--- src/rtl/dram_arbiter.sv ---
// dram_arbiter: round-robin arbiter serialising four core read/write ports onto one RAM port
// Optional read coalescing is built in when DRAM_ARB_COALESCE_EN is defined.
module dram_arbiter #(
  parameter int ADDR_W = 16,
  parameter int DATA_W = 8,
  parameter int RD_LAT = 2
) (
  input  logic                  i_clk,
  input  logic                  i_rst_n,
  input  logic [3:0]            i_rd,
  input  logic [3:0]            i_wr,
  input  logic [4*ADDR_W-1:0]   i_addr,
  input  logic [4*DATA_W-1:0]   i_wdata,
  output logic [4*DATA_W-1:0]   o_rdata,
  output logic [3:0]            o_ack,
  output logic [ADDR_W-1:0]     o_mem_addr,
  output logic [DATA_W-1:0]     o_mem_wdata,
  output logic                  o_mem_rden,
  output logic                  o_mem_wren,
  input  logic [DATA_W-1:0]     i_mem_q
);
  typedef enum logic [1:0] {IDLE, ISSUE, WAIT, RESP} state_t;
  state_t              state_q;
  logic [1:0]          ptr_q, gnt_q, gnt_d;
  logic                wr_q, rden_q, wren_q;
  logic [4:0]          cnt_q;
  logic [3:0]          ack_q, pend, mask;
  logic [ADDR_W-1:0]   mem_addr_q, addr_d;
  logic [DATA_W-1:0]   mem_wdata_q, wdata_d;
  logic [4*DATA_W-1:0] rdata_q;
  assign pend    = i_rd | i_wr;
  assign addr_d  = i_addr[gnt_d*ADDR_W +: ADDR_W];
  assign wdata_d = i_wdata[gnt_d*DATA_W +: DATA_W];
  // First pending core at or above the round-robin pointer, wrapping 3 to 0
  always_comb begin
    gnt_d = ptr_q;
    for (int i = 3; i >= 0; i--)
      if (pend[ptr_q + 2'(i)]) gnt_d = ptr_q + 2'(i);
  end
`ifdef DRAM_ARB_COALESCE_EN
  logic [3:0] mask_q;
  // Other cores reading the granted address while it issues share the same RAM read
  always_ff @(posedge i_clk) begin
    if (!i_rst_n) mask_q <= '0;
    else if (state_q == ISSUE && !wr_q) begin
      for (int k = 0; k < 4; k++)
        mask_q[k] <= 2'(k) != gnt_q && i_rd[k] && !i_wr[k] && i_addr[k*ADDR_W +: ADDR_W] == mem_addr_q;
    end else if (state_q == RESP) mask_q <= '0;
  end
  assign mask = mask_q;
`else
  assign mask = '0;
`endif
  // Arbitration FSM; every output comes straight from a register
  always_ff @(posedge i_clk) begin
    if (!i_rst_n) begin
      state_q     <= IDLE;
      ptr_q       <= '0;
      gnt_q       <= '0;
      wr_q        <= 1'b0;
      cnt_q       <= '0;
      ack_q       <= '0;
      rden_q      <= 1'b0;
      wren_q      <= 1'b0;
      mem_addr_q  <= '0;
      mem_wdata_q <= '0;
      rdata_q     <= '0;
    end else begin
      ack_q  <= '0;
      rden_q <= 1'b0;
      wren_q <= 1'b0;
      case (state_q)
        IDLE: if (|pend) begin
          gnt_q      <= gnt_d;
          wr_q       <= i_wr[gnt_d];
          mem_addr_q <= addr_d;
          wren_q     <= i_wr[gnt_d];
          rden_q     <= !i_wr[gnt_d];
          if (i_wr[gnt_d]) mem_wdata_q <= wdata_d;
          state_q    <= ISSUE;
        end
        ISSUE: begin
          cnt_q   <= '0;
          if (wr_q) ack_q <= 4'b0001 << gnt_q;
          state_q <= wr_q ? RESP : WAIT;
        end
        WAIT: if (cnt_q == 5'(RD_LAT - 1)) begin
          for (int k = 0; k < 4; k++)
            if (2'(k) == gnt_q || mask[k]) rdata_q[k*DATA_W +: DATA_W] <= i_mem_q;
          ack_q   <= (4'b0001 << gnt_q) | mask;
          state_q <= RESP;
        end else cnt_q <= cnt_q + 5'd1;
        RESP: begin
          ptr_q   <= gnt_q + 2'd1;
          state_q <= IDLE;
        end
      endcase
    end
  end
  assign o_rdata     = rdata_q;
  assign o_ack       = ack_q;
  assign o_mem_addr  = mem_addr_q;
  assign o_mem_wdata = mem_wdata_q;
  assign o_mem_rden  = rden_q;
  assign o_mem_wren  = wren_q;
endmodule
--- config.mk ---
export PLATFORM = sky130hd
export DESIGN_NAME = dram_arbiter
export DESIGN_NICKNAME = d
export VERILOG_FILES = /design/src/rtl/dram_arbiter.sv
export SDC_FILE = /design/constraint.sdc
export NUM_CORES = 1
export LEC_CHECK = 0
export BUFFER_PORTS_ARGS = -buffer_cell sky130_fd_sc_hd__buf_4
export CAP_MARGIN = 25
export CORE_UTILIZATION = 43
export CTS_CLUSTER_SIZE = 24
export DETAILED_ROUTE_END_ITERATION = 10
export MAX_ROUTING_LAYER = met4
export PLACE_DENSITY = 0.73
export SYNTH_ARGS = -nofsm -noshare
export SYNTH_HDL_FRONTEND = slang
export SYNTH_SLANG_ARGS = --single-unit
--- constraint.sdc ---
create_clock -name i_clk -period 2.05 [get_ports i_clk]
set_clock_uncertainty 0.05 [all_clocks]
set_input_delay 0.205 -clock i_clk [delete_from_list [all_inputs] [get_ports i_clk]]
set_output_delay 0.205 -clock i_clk [all_outputs]
set_load 0.005 [all_outputs]
### Yosys cells after proc, flatten, opt, wreduce, memory -nomap -nowiden

Index checks and enable logic that the tools add are counted.

* output and inout bits: 62
* input bits: 114
* logic and storage cells: 75
* flip-flop bits (word level): 74

* order comparisons: 5
* multiplexer cells: 23
* bitwise operators: 1
* reductions and logical operators: 14
* equal/unequal tests: 10
* add/sub/neg operators: 5
* shift operators: 3

Operators by type and width (count)
* 64-bit by 7-bit indexed part select with 16-bit output: 1
* 32-bit by 6-bit indexed part select with 8-bit output: 1
* 3-bit AND reduction: 6
* 2-bit by 3-bit less-than comparator with 1-bit output (second input constant): 5
* 2-bit two-way mux: 6
* 1-bit binary-select mux with 2-bit select: 5
* 5-bit one-hot mux with 2 select lines: 1
* 4-bit two-way mux: 2
* 2-bit one-hot mux with 4 select lines: 1
* 4-bit one-hot mux with 2 select lines: 1
* 1-bit two-way mux: 6
* 2-bit != test (second input constant): 3
* 2-bit AND reduction: 3
* 5-bit by 1-bit adder with 5-bit output (second input constant): 1
* 5-bit by 1-bit == test with 1-bit output (second input constant): 1
* 5-bit two-way mux: 1
* 2-bit by 1-bit adder with 2-bit output (second input constant): 2
* 2-bit adder (second input constant): 2
* 2-bit == test (first input constant): 2
* 2-bit == test (second input constant): 2
* 2-bit logical NOT: 2
* 4-bit OR: 1
* 4-bit OR reduction: 1
* 1-bit by 2-bit << shifter with 4-bit output (first input constant): 1
* 4 further kinds: 4

### Longest topological paths before layout

Gate-level depths: netlist of run 1.

* word-level depth: 10
* mapped depth: 10
* mapped depth without buffers: 7

### Worst setup path before layout of run 1

Ideal clock, no wire load.

* path type: register to register
* start: register ptr_q[1]
* end: register mem_addr_q[0], in the netlist o_mem_addr[0]
* arrival: 1773 ps
* path slack: 110 ps
* clock period less this slack: 1940 ps
* cell stages (with the launch flop): 9
* cell sequence: dfxtp_1 -> buf_2 -> o22ai_1 -> a222oi_1 -> buf_2 -> buf_2 -> mux2i_1 -> nand2_1 -> a32o_1

* word-level cells in the longest chain between the ends: 8
* elaborated cells on any way between the ends: 16
* those cells by class: add/sub: 3; shift: 1; mux: 12

Ends and longest elaborated chain
* start: declaration: RTL line 24 `logic [1:0] ptr_q, gnt_q, gnt_d;`
* start signal: assignment: RTL line 94 `ptr_q <= gnt_q + 2'd1;`
* 2-bit adder: RTL line 38 `if (pend[ptr_q + 2'(i)]) gnt_d = ptr_q + 2'(i);`
* 1-bit binary-select mux with 2-bit select: RTL line 38
* 1-bit two-way mux (implied by the code): RTL line 38
* 2-bit two-way mux (3 in a row): RTL line 38
* 2-bit two-way mux *: RTL line 38
* 64-bit by 7-bit indexed part select with 16-bit output *: RTL line 32 `assign addr_d = i_addr[gnt_d*ADDR_W +: ADDR_W];`
* end signal: assignment: RTL line 76 `mem_addr_q <= addr_d;`
* end: declaration: RTL line 28 `logic [ADDR_W-1:0] mem_addr_q, addr_d;`

Every way passes the cells marked *; elsewhere a longest branch is shown, timed or not. The select of a mux whose other input is x is not followed.
A chain may end at the register's enable or synchronous reset.

### Worst setup path in the final report of run 1

* start: register ptr_q[1]
* end: register mem_addr_q[14], in the netlist o_mem_addr[14]

The elaborated chain is that of the path after synthesis.

==> summary.txt, run 1 <==
result of the run -> finished with violations
failing checks -> negative setup slack
register area -> 1490 sq um
CTS H-Tree Depth -> 3
cell with the most instances after synthesis -> sky130_fd_sc_hd__nand2_1
Syn Std Cell Area -> 3830 sq um
number of placement rows -> 34
Final Hold Fails -> 0
net count reported at finish -> 751
via count -> 3,958
Synthesized Nets -> 570
minimum clock period after layout -> 2.06 ns
Area growth syn-to-layout -> 47.5%
top post-synthesis cells by area -> sky130_fd_sc_hd__dfxtp_1, sky130_fd_sc_hd__nand2_1, sky130_fd_sc_hd__mux2i_1
critical path startpoint -> ptr_q[1]
top cell family by delay on the critical path -> buffers and inverters
Fin Hold WS -> 0.107 ns
Power Density -> 874 nW/um^2
final setup violating endpoints -> 1
maximum achievable frequency -> 0.485 GHz
share of post-route cells with drive strength above 1 -> 37.0%
placer's final routability congestion estimate -> 0.840
starting utilization of the core area -> 44.2%
via count of the first global-routing pass -> 3,607
final number of max-transition violations -> 0
endpoint class of the critical path -> register
Rel. slew slack -> 66.1%
buffers inserted during post-CTS setup optimization -> 0
post-synthesis sequential area ratio -> 38.6%
worst min path class -> input port to register
startpoint of the most critical register-to-register path -> ptr_q[1]
total number of clock tree sinks -> 74
maximum number of pins on one net before global-route repair -> 50
Max Cap Viol -> 0
worst setup path category -> register to register
clock slew at the register clock pins of the worst setup and hold paths -> 0.08 ns
buffer type at the clock tree root -> sky130_fd_sc_hd__clkbuf_8
gate count of the mapped netlist -> 446
x dimension of the die -> 96.4 microns
share of Yosys cell area claimed by the top area cell type -> 38.6%
sequence of cells on the critical path -> buf_4, a222oi_1, buf_4, clkbuf_16, mux2i_1, nand2_1, a32o_1
count of placed standard cells in the final layout, fillers left out -> 740
delay of the slowest cell on the worst path -> 0.37 ns
arrival time reported for the critical path endpoint -> 2.25 ns
share of flip-flops with an asynchronous set or reset after synthesis -> 0%
Synthesis Warnings -> 0
flip-flop cell with the highest count after synthesis -> sky130_fd_sc_hd__dfxtp_1
hold buffer count at CTS -> 0
most numerous cell on the critical path -> sky130_fd_sc_hd__buf_4
most common library cells after synthesis -> sky130_fd_sc_hd__nand2_1, sky130_fd_sc_hd__dfxtp_1, sky130_fd_sc_hd__nand3_1, sky130_fd_sc_hd__mux2i_1, sky130_fd_sc_hd__a21boi_0
Util after Layout -> 65.2%
required time of the critical path -> 2.24 ns
DR vias/cell -> 5.35
number of antenna violations at the first check in global routing -> 0
area leader, netlist -> sky130_fd_sc_hd__dfxtp_1
CTS tree -> built
post-route worst setup slack -> -0.0138 ns
standard cell with the maximum stage delay on the critical path -> sky130_fd_sc_hd__dfxtp_4
Worst Hold Launch -> i_mem_q[5]
Skew-Pair Late Insertion Delay -> 0.34 ns
setup TNS after final layout -> -0.0138 ns
total routing usage reported by global routing -> 23.9%
pin slew with the least headroom to its limit -> 0.508 ns
DIE AREA -> 9300 sq um
DIE HEIGHT -> 96.4 microns
CP Buf/Inv Count -> 3
number of storage elements in the synthesis netlist -> 74
Worst setup SP type -> register
leftover overflow at the end of global routing -> 0
number of violations reported at the end of detailed-routing iteration 0 -> 74
Boundary Pins -> 176
clock buffers created by TritonCTS -> 9
EDFF count, synth -> 0
synthesized area per cell -> 8.60 sq um
total of fill cells in the finished design -> 741
global-route wire length before repair -> 16.5 mm
Lkg Pwr -> 0.00249 uW
area of the core -> 8680 sq um
Max Buffers Root-to-Sink -> 2
post-route fraction of the period consumed by the critical path -> 101%
remaining routing DRC violations -> 0
Ant. Diodes -> 0
synth unique cells -> 46
footprint of the multi-input gates -> 2180 sq um
count of nets left with antenna violations after detail routing -> 0
unrepaired setup endpoints after global routing -> true
WL per Instance -> 15.1 microns
Tot Pwr -> 4940 uW
number of I/O port buffers -> 175
number of detailed-routing iterations run before antenna repair -> 4
highest ir drop seen on vdd -> 0.416 mV
# placed instances -> 721
post-detailed-routing wire length -> 11.2 mm
Final HPWL DP -> 7.96 mm
critical-path maximum fanout -> 12
## layout make-up
type / count / area share (%)
multi-input combinational: 333 / 38.5
timing repair buffer: 202 / 29.0
sequential: 74 / 26.3
tap: 108 / 2.39
clock buffer: 11 / 2.32
clock inverter: 5 / 0.973
inverter: 7 / 0.465
## power breakdown
group | internal (uW) | switching, uW | total (uW)
Combinational | 1060 | 943 | 2000
Sequential | 1680 | 171 | 1850
Clock | 559 | 539 | 1100
## cells in the final DEF, fill, tap and decap left out, types with 2 or more instances in the layout
master                       count
sky130_fd_sc_hd__buf_4         194
sky130_fd_sc_hd__nand2_1       108
sky130_fd_sc_hd__dfxtp_1        72
sky130_fd_sc_hd__nand3_1        42
sky130_fd_sc_hd__mux2i_1        36
sky130_fd_sc_hd__a21boi_0       33
sky130_fd_sc_hd__a32o_1         24
sky130_fd_sc_hd__a21oi_1        12
sky130_fd_sc_hd__and2_1         10
sky130_fd_sc_hd__ha_1           10
sky130_fd_sc_hd__clkbuf_8        9
sky130_fd_sc_hd__inv_1           7
sky130_fd_sc_hd__nor2_1          6
sky130_fd_sc_hd__nor2b_1         5
sky130_fd_sc_hd__o21ai_0         5
sky130_fd_sc_hd__o22ai_1         4
sky130_fd_sc_hd__buf_12          4
sky130_fd_sc_hd__nor3b_1         3
sky130_fd_sc_hd__nand2_2         3
sky130_fd_sc_hd__o211a_1         3
sky130_fd_sc_hd__o21a_1          2
sky130_fd_sc_hd__nand2b_1        2
sky130_fd_sc_hd__a41oi_1         2
sky130_fd_sc_hd__clkinv_2        2
sky130_fd_sc_hd__clkinvlp_4      2
sky130_fd_sc_hd__clkbuf_1        2
sky130_fd_sc_hd__buf_16          2
sky130_fd_sc_hd__clkbuf_16       2
## metal layers
layer  routed length, microns  global-route usage (%)
met1                     4760                    27.8
met2                     5600                    40.7
met3                      588                    4.69
met4                      223                    9.07
met5                        0                       -
## worst min-delay path, stage by stage
cell	delay, ns
sky130_fd_sc_hd__buf_4	0.13
sky130_fd_sc_hd__nand3_1	0.06
sky130_fd_sc_hd__a21boi_0	0.06
## flip-flops by register name, summed over array words and instances (netlist names), 2 cells and up
register / count
o_mem_addr: 16
o_rdata: 32
o_ack: 4
ptr_q: 2
gnt_q: 2
state_q: 2
cnt_q: 5
o_mem_wdata: 8
## cell families (layout without fill, tap and decap cells)
family	after synthesis	in the layout	synth area share, %
and+or+nand+nor	189	189	22.7
AOI/OAI and AO/OA	97	97	20.3
adders and majority gates	10	10	3.26
muxes	37	37	9.66
DFF	74	74	38.6
buffers and inverters	39	225	5.48
## worst paths after layout
| path | cells past startpoint | slack, ns | endpoint |
|---|---|---|---|
| max | 7 | -0.01 | o_mem_addr[14] |
| max reg2reg | 7 | -0.01 | o_mem_addr[14] |
| min reg2reg | 2 | 0.41 | o_rdata[0] |
| min | 3 | 0.11 | o_rdata[13] |
## what timing repair did
item                       4_1_cts  5_1_grt
gates resized for setup          3        8
cloned                           1        2
setup endpoints to repair       24       56
pin swaps                        1        3
## through the flow
stage / instance area, sq um / setup slack [ns]
2_1_floorplan: 3830 / 0.110
3_3_place_gp: 5350 / -0.0924
3_5_place_dp: 5350 / -0.162
4_1_cts: 5580 / -0.0154
5_1_grt: 5660 / -0.129
6_report: 5660 / -0.0138
No activity file was read; power rests on OpenSTA's default activity.
==> run 2: changes to the inputs <==
--- a/config.mk
+++ b/config.mk
@@ -7,11 +7,11 @@
 export LEC_CHECK = 0
 export BUFFER_PORTS_ARGS = -buffer_cell sky130_fd_sc_hd__buf_4
 export CAP_MARGIN = 25
-export CORE_UTILIZATION = 43
+export CORE_UTILIZATION = 33
 export CTS_CLUSTER_SIZE = 24
 export DETAILED_ROUTE_END_ITERATION = 10
 export MAX_ROUTING_LAYER = met4
-export PLACE_DENSITY = 0.73
+export PLACE_DENSITY = 0.58
 export SYNTH_ARGS = -nofsm -noshare
 export SYNTH_HDL_FRONTEND = slang
 export SYNTH_SLANG_ARGS = --single-unit
==> run 2 against run 1 <==
The run now ends clean. Cell area up 2.1%. Sequential power about the same. Worst hold slack better by 0.017 ns. Global-route usage down 3.6 points. Clock power up 42%. Worst setup slack better by 0.089 ns. Sequential share of layout area down 0.55 points. Critical path depth down 1.
==> summary.txt, run 2 (synthesis gave the netlist of run 1 again) <==
clock slew at the register clock pins of the worst setup and hold paths -> 0.06 ns (-0.02 ns)
WL per Instance -> 15.4 microns (+2.1%)
post-route fraction of the period consumed by the critical path -> 96.3% (-4.4 points)
final setup violating endpoints -> 0 (-1)
DIE HEIGHT -> 110 microns (+14%)
Final HPWL DP -> 8.95 mm (+12%)
via count of the first global-routing pass -> 3,739 (+3.7%)
number of I/O port buffers -> 175 (unchanged)
Worst setup SP type -> register
Lkg Pwr -> 0.00254 uW (+2.1%)
total of fill cells in the finished design -> 1,076 (+45%)
combinational group share of total power -> 36.7% (-3.7 points)
leftover overflow at the end of global routing -> 0 (unchanged)
result of the run -> finished clean
minimum clock period after layout -> 1.97 ns (-0.0894 ns)
number of antenna violations at the first check in global routing -> 0 (unchanged)
required time of the critical path -> 2.22 ns (-0.02 ns)
worst reg-to-reg path cell count -> 6 (-1)
Crit Reg-Reg Endpoint -> o_mem_addr[2]
Rel. slew slack -> 71.5% (+5.4 points)
worst slack, placed -> -0.127 ns (+0.0341 ns)
total routing usage reported by global routing -> 20.3% (-3.6 points)
unrepaired setup endpoints after global routing -> true
DR vias/cell -> 5.07 (-5.2%)
Boundary Pins -> 176 (unchanged)
flop-to-flop setup slack -> 0.08 ns (+0.09 ns)
endpoint class of the critical path -> register
critical path startpoint -> ptr_q[0]
count of nets left with antenna violations after detail routing -> 0 (unchanged)
max FFs per register -> 32 (unchanged)
final number of max-transition violations -> 0 (unchanged)
total number of clock tree sinks -> 74 (unchanged)
highest ir drop seen on vdd -> 0.414 mV (-0.61%)
Fin Hold WS -> 0.124 ns (+0.0172 ns)
Power Density -> 933 nW/um^2 (+6.7%)
buffer type at the clock tree root -> sky130_fd_sc_hd__clkbuf_16
buffers inserted during post-CTS setup optimization -> 0 (unchanged)
number of detailed-routing iterations run before antenna repair -> 4 (unchanged)
hold buffer count at CTS -> 0 (unchanged)
share of post-route cells with drive strength above 1 -> 37.8% (+0.73 points)
Area growth syn-to-layout -> 50.7%
placer's final routability congestion estimate -> 0.861 (+2.4%)
Routed met3 length -> 788 microns (+34%)
maximum achievable frequency -> 0.506 GHz (+4.5%)
Ant. Diodes -> 0 (unchanged)
clock buffers created by TritonCTS -> 9 (unchanged)
cell-internal power -> 3660 uW (+11%)
via count -> 3,919 (-0.99%)
most frequent cells in the layout -> sky130_fd_sc_hd__buf_4, sky130_fd_sc_hd__nand2_1, sky130_fd_sc_hd__dfxtp_1
pin slew with the least headroom to its limit -> 0.428 ns (-0.0803 ns)
highest metal layer with signal wires -> met4
Skew-Pair Late Insertion Delay -> 0.33 ns (about the same)
worst min path class -> input port to register
CTS tree -> built
Max Cap Viol -> 0 (unchanged)
critical-path maximum fanout -> 18 (+6)
CTS H-Tree Depth -> 3 (unchanged)
post-detailed-routing wire length -> 11.9 mm (+6.7%)
share of total power in the clock network -> 29.0% (+6.8 points)
metal1 wirelength -> 5.06 mm (+6.4%)
net count reported at finish -> 752 (+0.13%)
global-route wire length before repair -> 18.3 mm (+11%)
post-route worst setup slack -> 0.0756 ns (+0.0894 ns)
x dimension of the die -> 110 microns (+14%)
area of the core -> 11,100 sq um (+28%)
Max Buffers Root-to-Sink -> 2 (unchanged)
net switching power -> 1730 uW (+4.7%)
Seq pwr share -> 34.3% (-3.1 points)
maximum number of pins on one net before global-route repair -> 50 (unchanged)
DIE AREA -> 12,100 sq um (+30%)
starting utilization of the core area -> 34.6% (-9.6 points)
startpoint of the most critical register-to-register path -> ptr_q[0]
routed length on met2 -> 5.93 mm (+5.9%)
arrival time reported for the critical path endpoint -> 2.15 ns (-0.10 ns)
worst setup path category -> register to register
capture point of the critical path -> o_mem_addr[2]
number of violations reported at the end of detailed-routing iteration 0 -> 166 (+120%)
most common cell after layout, fill and taps aside -> sky130_fd_sc_hd__buf_4
Final Hold Fails -> 0 (unchanged)
remaining routing DRC violations -> 0 (unchanged)
proportion of total power due to net switching -> 32.1% (-1.3 points)
number of placement rows -> 38 (+12%)
==> run 2: worst min path at each step <==
stage                           from     endpoint  slack [ns]  cells past startpoint
after global placement    o_rdata[9]   o_rdata[9]        0.40                      2
after floorplan           i_mem_q[0]   o_rdata[0]        0.31                      2
final                     i_mem_q[6]   o_rdata[6]        0.12                      3
after detailed placement  o_rdata[6]   o_rdata[6]        0.41                      2
after global routing      i_mem_q[6]   o_rdata[6]        0.13                      3
after CTS                 i_mem_q[6]  o_rdata[22]        0.12                      3
==> run 2: power groups by stage <==
stage                     registers (uW)  clock network (uW)  logic (uW)
after detailed placement            1880                   0        1950
after global placement              1870                   0        1920
after floorplan                     1850                   0        1090
after global routing                1890                1660        2170
final                               1850                1560        1980
after CTS                           1850                1600        1960
==> run 2: metal layers <==
metal | GRT usage [%] | up-vias
li1 | - | 1946
met1 | 23.6 | 1798
met2 | 34.9 | 164
met3 | 4.15 | 11
met4 | 6.57 | 0
met5 | - | -
==> run 2: repair_timing <==
| item | 4_1_cts | 5_1_grt |
|---|---|---|
| endpoints found under the hold margin | 0 | 0 |
| gates resized for setup | 3 | 9 |
| cloned | 0 | 1 |
| pin swaps | 0 | 1 |
| setup endpoints to repair | 16 | 53 |
==> run 2: cell type report <==
type,instances,area [sq um],share of cell area (%)
Tap cell,140,175,3.03
Timing Repair Buffer,203,1610,27.8
Clock buffer,9,225,3.90
Inverter,7,26.3,0.455
Clock inverter,7,70.1,1.21
Sequential cell,74,1490,25.7
Multi-Input combinational cell,333,2190,37.8
==> run 2: stage by stage <==
step / utilization (%) / TNS [ns] / instances / cell area [sq um] / power [uW]
6_report: 52.1 / 0 / 773 / 5780 / 5390
5_1_grt: 52.1 / -0.0179 / 773 / 5780 / 5710
4_1_cts: 51.7 / 0 / 772 / 5720 / 5400
3_5_place_dp: 48.9 / -1.69 / 756 / 5420 / 3820
3_3_place_gp: 48.9 / -0.873 / 756 / 5420 / 3790
2_1_floorplan: - / 0 / 446 / 3830 / 2950
==> run 2: worst max-delay path, stage by stage (launching register included) <==
cell                      delay [ns]
sky130_fd_sc_hd__dfxtp_2        0.39
sky130_fd_sc_hd__nor2b_1        0.25
sky130_fd_sc_hd__o211a_2        0.27
sky130_fd_sc_hd__o32a_4         0.31
sky130_fd_sc_hd__buf_4          0.26
sky130_fd_sc_hd__nand2_1        0.09
sky130_fd_sc_hd__a32o_1         0.24
==> run 3: changes to the inputs <==
--- a/config.mk
+++ b/config.mk
@@ -5,13 +5,14 @@
 export SDC_FILE = /design/constraint.sdc
 export NUM_CORES = 1
 export LEC_CHECK = 0
+export ABC_CLOCK_PERIOD_IN_PS = 2050
 export BUFFER_PORTS_ARGS = -buffer_cell sky130_fd_sc_hd__buf_4
 export CAP_MARGIN = 25
-export CORE_UTILIZATION = 33
+export CORE_UTILIZATION = 43
 export CTS_CLUSTER_SIZE = 24
 export DETAILED_ROUTE_END_ITERATION = 10
 export MAX_ROUTING_LAYER = met4
-export PLACE_DENSITY = 0.58
+export PLACE_DENSITY = 0.73
 export SYNTH_ARGS = -nofsm -noshare
 export SYNTH_HDL_FRONTEND = slang
 export SYNTH_SLANG_ARGS = --single-unit
==> constraint.sdc (replaced) <==
create_clock -name i_clk -period 2.05 [get_ports i_clk]
set_clock_uncertainty 0.05 [all_clocks]
set_input_delay 0.1025 -clock i_clk [delete_from_list [all_inputs] [get_ports i_clk]]
set_output_delay 0.1025 -clock i_clk [all_outputs]
set_load 0.005 [all_outputs]
==> run 3 against run 2 <==
Register-to-register slack got worse by 0.03 ns. Non-clock buffer count unchanged. Worst hold slack lost 0.11 ns. First-iteration DRC count fell by 25%. Clock power down 36%. Power fell by 9.4%. Flip-flop and latch count unchanged. Via count decreased by 0.69%. Largest cell class unchanged. Sequential share of layout area is 0.38 points higher.
==> summary.txt, run 3 (synthesis gave the netlist of run 1 again) <==
unrepaired setup endpoints after global routing -> true
number of violations reported at the end of detailed-routing iteration 0 -> 124 (-25%)
Area growth syn-to-layout -> 48.5%
result of the run -> finished clean
clock buffers created by TritonCTS -> 9 (unchanged)
Power Density -> 858 nW/um^2 (-8.0%)
Max Cap Viol -> 0 (unchanged)
via count of the first global-routing pass -> 3,452 (-7.7%)
Worst Hold Launch -> i_mem_q[5]
leftover overflow at the end of global routing -> 0 (unchanged)
starting utilization of the core area -> 44.2% (+9.6 points)
Fin Hold WS -> 0.0132 ns (-0.111 ns)
Lkg Pwr -> 0.00251 uW (-1.2%)
highest ir drop seen on vdd -> 0.456 mV (+10%)
number of placement rows -> 34 (-11%)
max FFs per register -> 32 (unchanged)
remaining routing DRC violations -> 0 (unchanged)
share of post-route cells with drive strength above 1 -> 38.1% (+0.32 points)
Ant. Diodes -> 0 (unchanged)
startpoint of the most critical register-to-register path -> ptr_q[1]
DIE AREA -> 9300 sq um (-23%)
most common cell after layout, fill and taps aside -> sky130_fd_sc_hd__buf_4
Skew-Pair Late Insertion Delay -> 0.33 ns (about the same)
placer's final routability congestion estimate -> 0.888 (+3.2%)
final standard cell area without fillers -> 5690 sq um (-1.5%)
Final HPWL DP -> 8.13 mm (-9.2%)
number of antenna violations at the first check in global routing -> 0 (unchanged)
DIE HEIGHT -> 96.4 microns (-12%)
minimum clock period after layout -> 2.01 ns (+0.0323 ns)
net count reported at finish -> 752 (unchanged)
total routing usage reported by global routing -> 23.3% (+3.0 points)
count of nets left with antenna violations after detail routing -> 0 (unchanged)
post-route fraction of the period consumed by the critical path -> 97.9% (+1.6 points)
x dimension of the die -> 96.4 microns (-12%)
global-route wire length before repair -> 16.3 mm (-11%)
number of I/O port buffers -> 175 (unchanged)
WL per Instance -> 15.0 microns (-2.8%)
Rel. slew slack -> 71.1% (-0.34 points)
final number of max-transition violations -> 0 (unchanged)
Max Buffers Root-to-Sink -> 2 (unchanged)
buffer type at the clock tree root -> sky130_fd_sc_hd__clkbuf_8
Final Hold Fails -> 0 (unchanged)
Boundary Pins -> 176 (unchanged)
hold buffer count at CTS -> 0 (unchanged)
Worst setup SP type -> register
arrival time reported for the critical path endpoint -> 2.18 ns (+0.03 ns)
critical path startpoint -> ptr_q[1]
pin slew with the least headroom to its limit -> 0.433 ns (+0.00465 ns)
endpoint class of the critical path -> register
clock slew at the register clock pins of the worst setup and hold paths -> 0.08 ns (+0.02 ns)
DR vias/cell -> 5.25 (+3.6%)
cell area after placement -> 5360 sq um (-1.1%)
maximum achievable frequency -> 0.498 GHz (-1.6%)
worst min path class -> input port to register
area of the core -> 8680 sq um (-22%)
number of detailed-routing iterations run before antenna repair -> 6 (+2)
CTS tree -> built
post-detailed-routing wire length -> 11.1 mm (-6.8%)
required time of the critical path -> 2.22 ns (about the same)
flop-to-flop setup slack -> 0.04 ns (-0.03 ns)
final setup violating endpoints -> 0 (unchanged)
CTS H-Tree Depth -> 3 (unchanged)
worst setup path category -> register to register
most frequent cells in the layout -> sky130_fd_sc_hd__buf_4, sky130_fd_sc_hd__nand2_1, sky130_fd_sc_hd__dfxtp_1
maximum number of pins on one net before global-route repair -> 50 (unchanged)
total number of clock tree sinks -> 74 (unchanged)
critical-path maximum fanout -> 6 (-12)
via count -> 3,892 (-0.69%)
## run 3: cell types whose count changed in the layout (fill, tap and decap cells not counted), moves of 2 or more
cell / delta
sky130_fd_sc_hd__buf_12: +2
sky130_fd_sc_hd__buf_4: -6
sky130_fd_sc_hd__clkbuf_16: -7
sky130_fd_sc_hd__clkbuf_8: +9
sky130_fd_sc_hd__clkinv_4: -2
sky130_fd_sc_hd__mux2i_1: -2
sky130_fd_sc_hd__mux2i_2: +2
## run 3: power breakdown
group / total (uW) / internal (uW) / switching, uW
logic: 2040 / 1090 / 950
registers: 1840 / 1680 / 166
clock network: 999 / 435 / 564
total: 4890 / 3210 / 1680
## run 3: final timing paths
kind	end	depth (start not counted)
setup / recovery	o_mem_addr[2]	8
hold / removal	o_rdata[13]	3
setup reg to reg	o_mem_addr[2]	8
hold reg to reg	o_rdata[6]	2
## run 3: metal layers
| layer | track usage (%) | vias up | wire, microns |
|---|---|---|---|
| met3 | 3.99 | 15 | 501 |
| li1 | - | 1947 | - |
| met4 | 6.13 | 0 | 158 |
| met1 | 28.7 | 1812 | 4800 |
| met2 | 39.7 | 118 | 5640 |
| met5 | - | - | 0 |
## run 3: timing repair
action | 4_1_cts | 5_1_grt
setup endpoints to repair | 15 | 56
cloned | 0 | 3
pin swaps | 1 | 18
gates resized for setup | 0 | 20
setup buffers | 1 | 1
## run 3: metrics by stage
| step | utilization, % | std cells | setup slack [ns] | setup TNS, ns | total power (uW) |
|---|---|---|---|---|---|
| after global routing | 65.6 | 741 | -0.0476 | -0.414 | 5170 |
| after global placement | 61.7 | 720 | -0.0551 | -0.409 | 3730 |
| after detailed placement | 61.7 | 720 | -0.0742 | -1.15 | 3780 |
| after CTS | 63.8 | 737 | 0.00400 | 0 | 4770 |
| after floorplan | - | 446 | 0.110 | 0 | 2950 |
| final | 65.6 | 741 | 0.0433 | 0 | 4890 |
## run 3: cell type report
class / instances / area (sq um)
timing repair buffer: 203 / 1680
tap: 108 / 135
inverter: 7 / 26.3
multi-input combinational: 333 / 2200
clock buffer: 9 / 124
sequential: 74 / 1490
clock inverter: 7 / 43.8
fill: 739 / 2990
## run 3: critical path: stages (launching register included)
cell and delay, ns:
sky130_fd_sc_hd__dfxtp_4 0.38, sky130_fd_sc_hd__o22ai_2 0.08, sky130_fd_sc_hd__a222oi_1 0.37, sky130_fd_sc_hd__buf_4 0.20, sky130_fd_sc_hd__buf_12 0.14, sky130_fd_sc_hd__buf_8 0.12
sky130_fd_sc_hd__mux2i_1 0.22, sky130_fd_sc_hd__nand2_1 0.08, sky130_fd_sc_hd__a32o_1 0.25
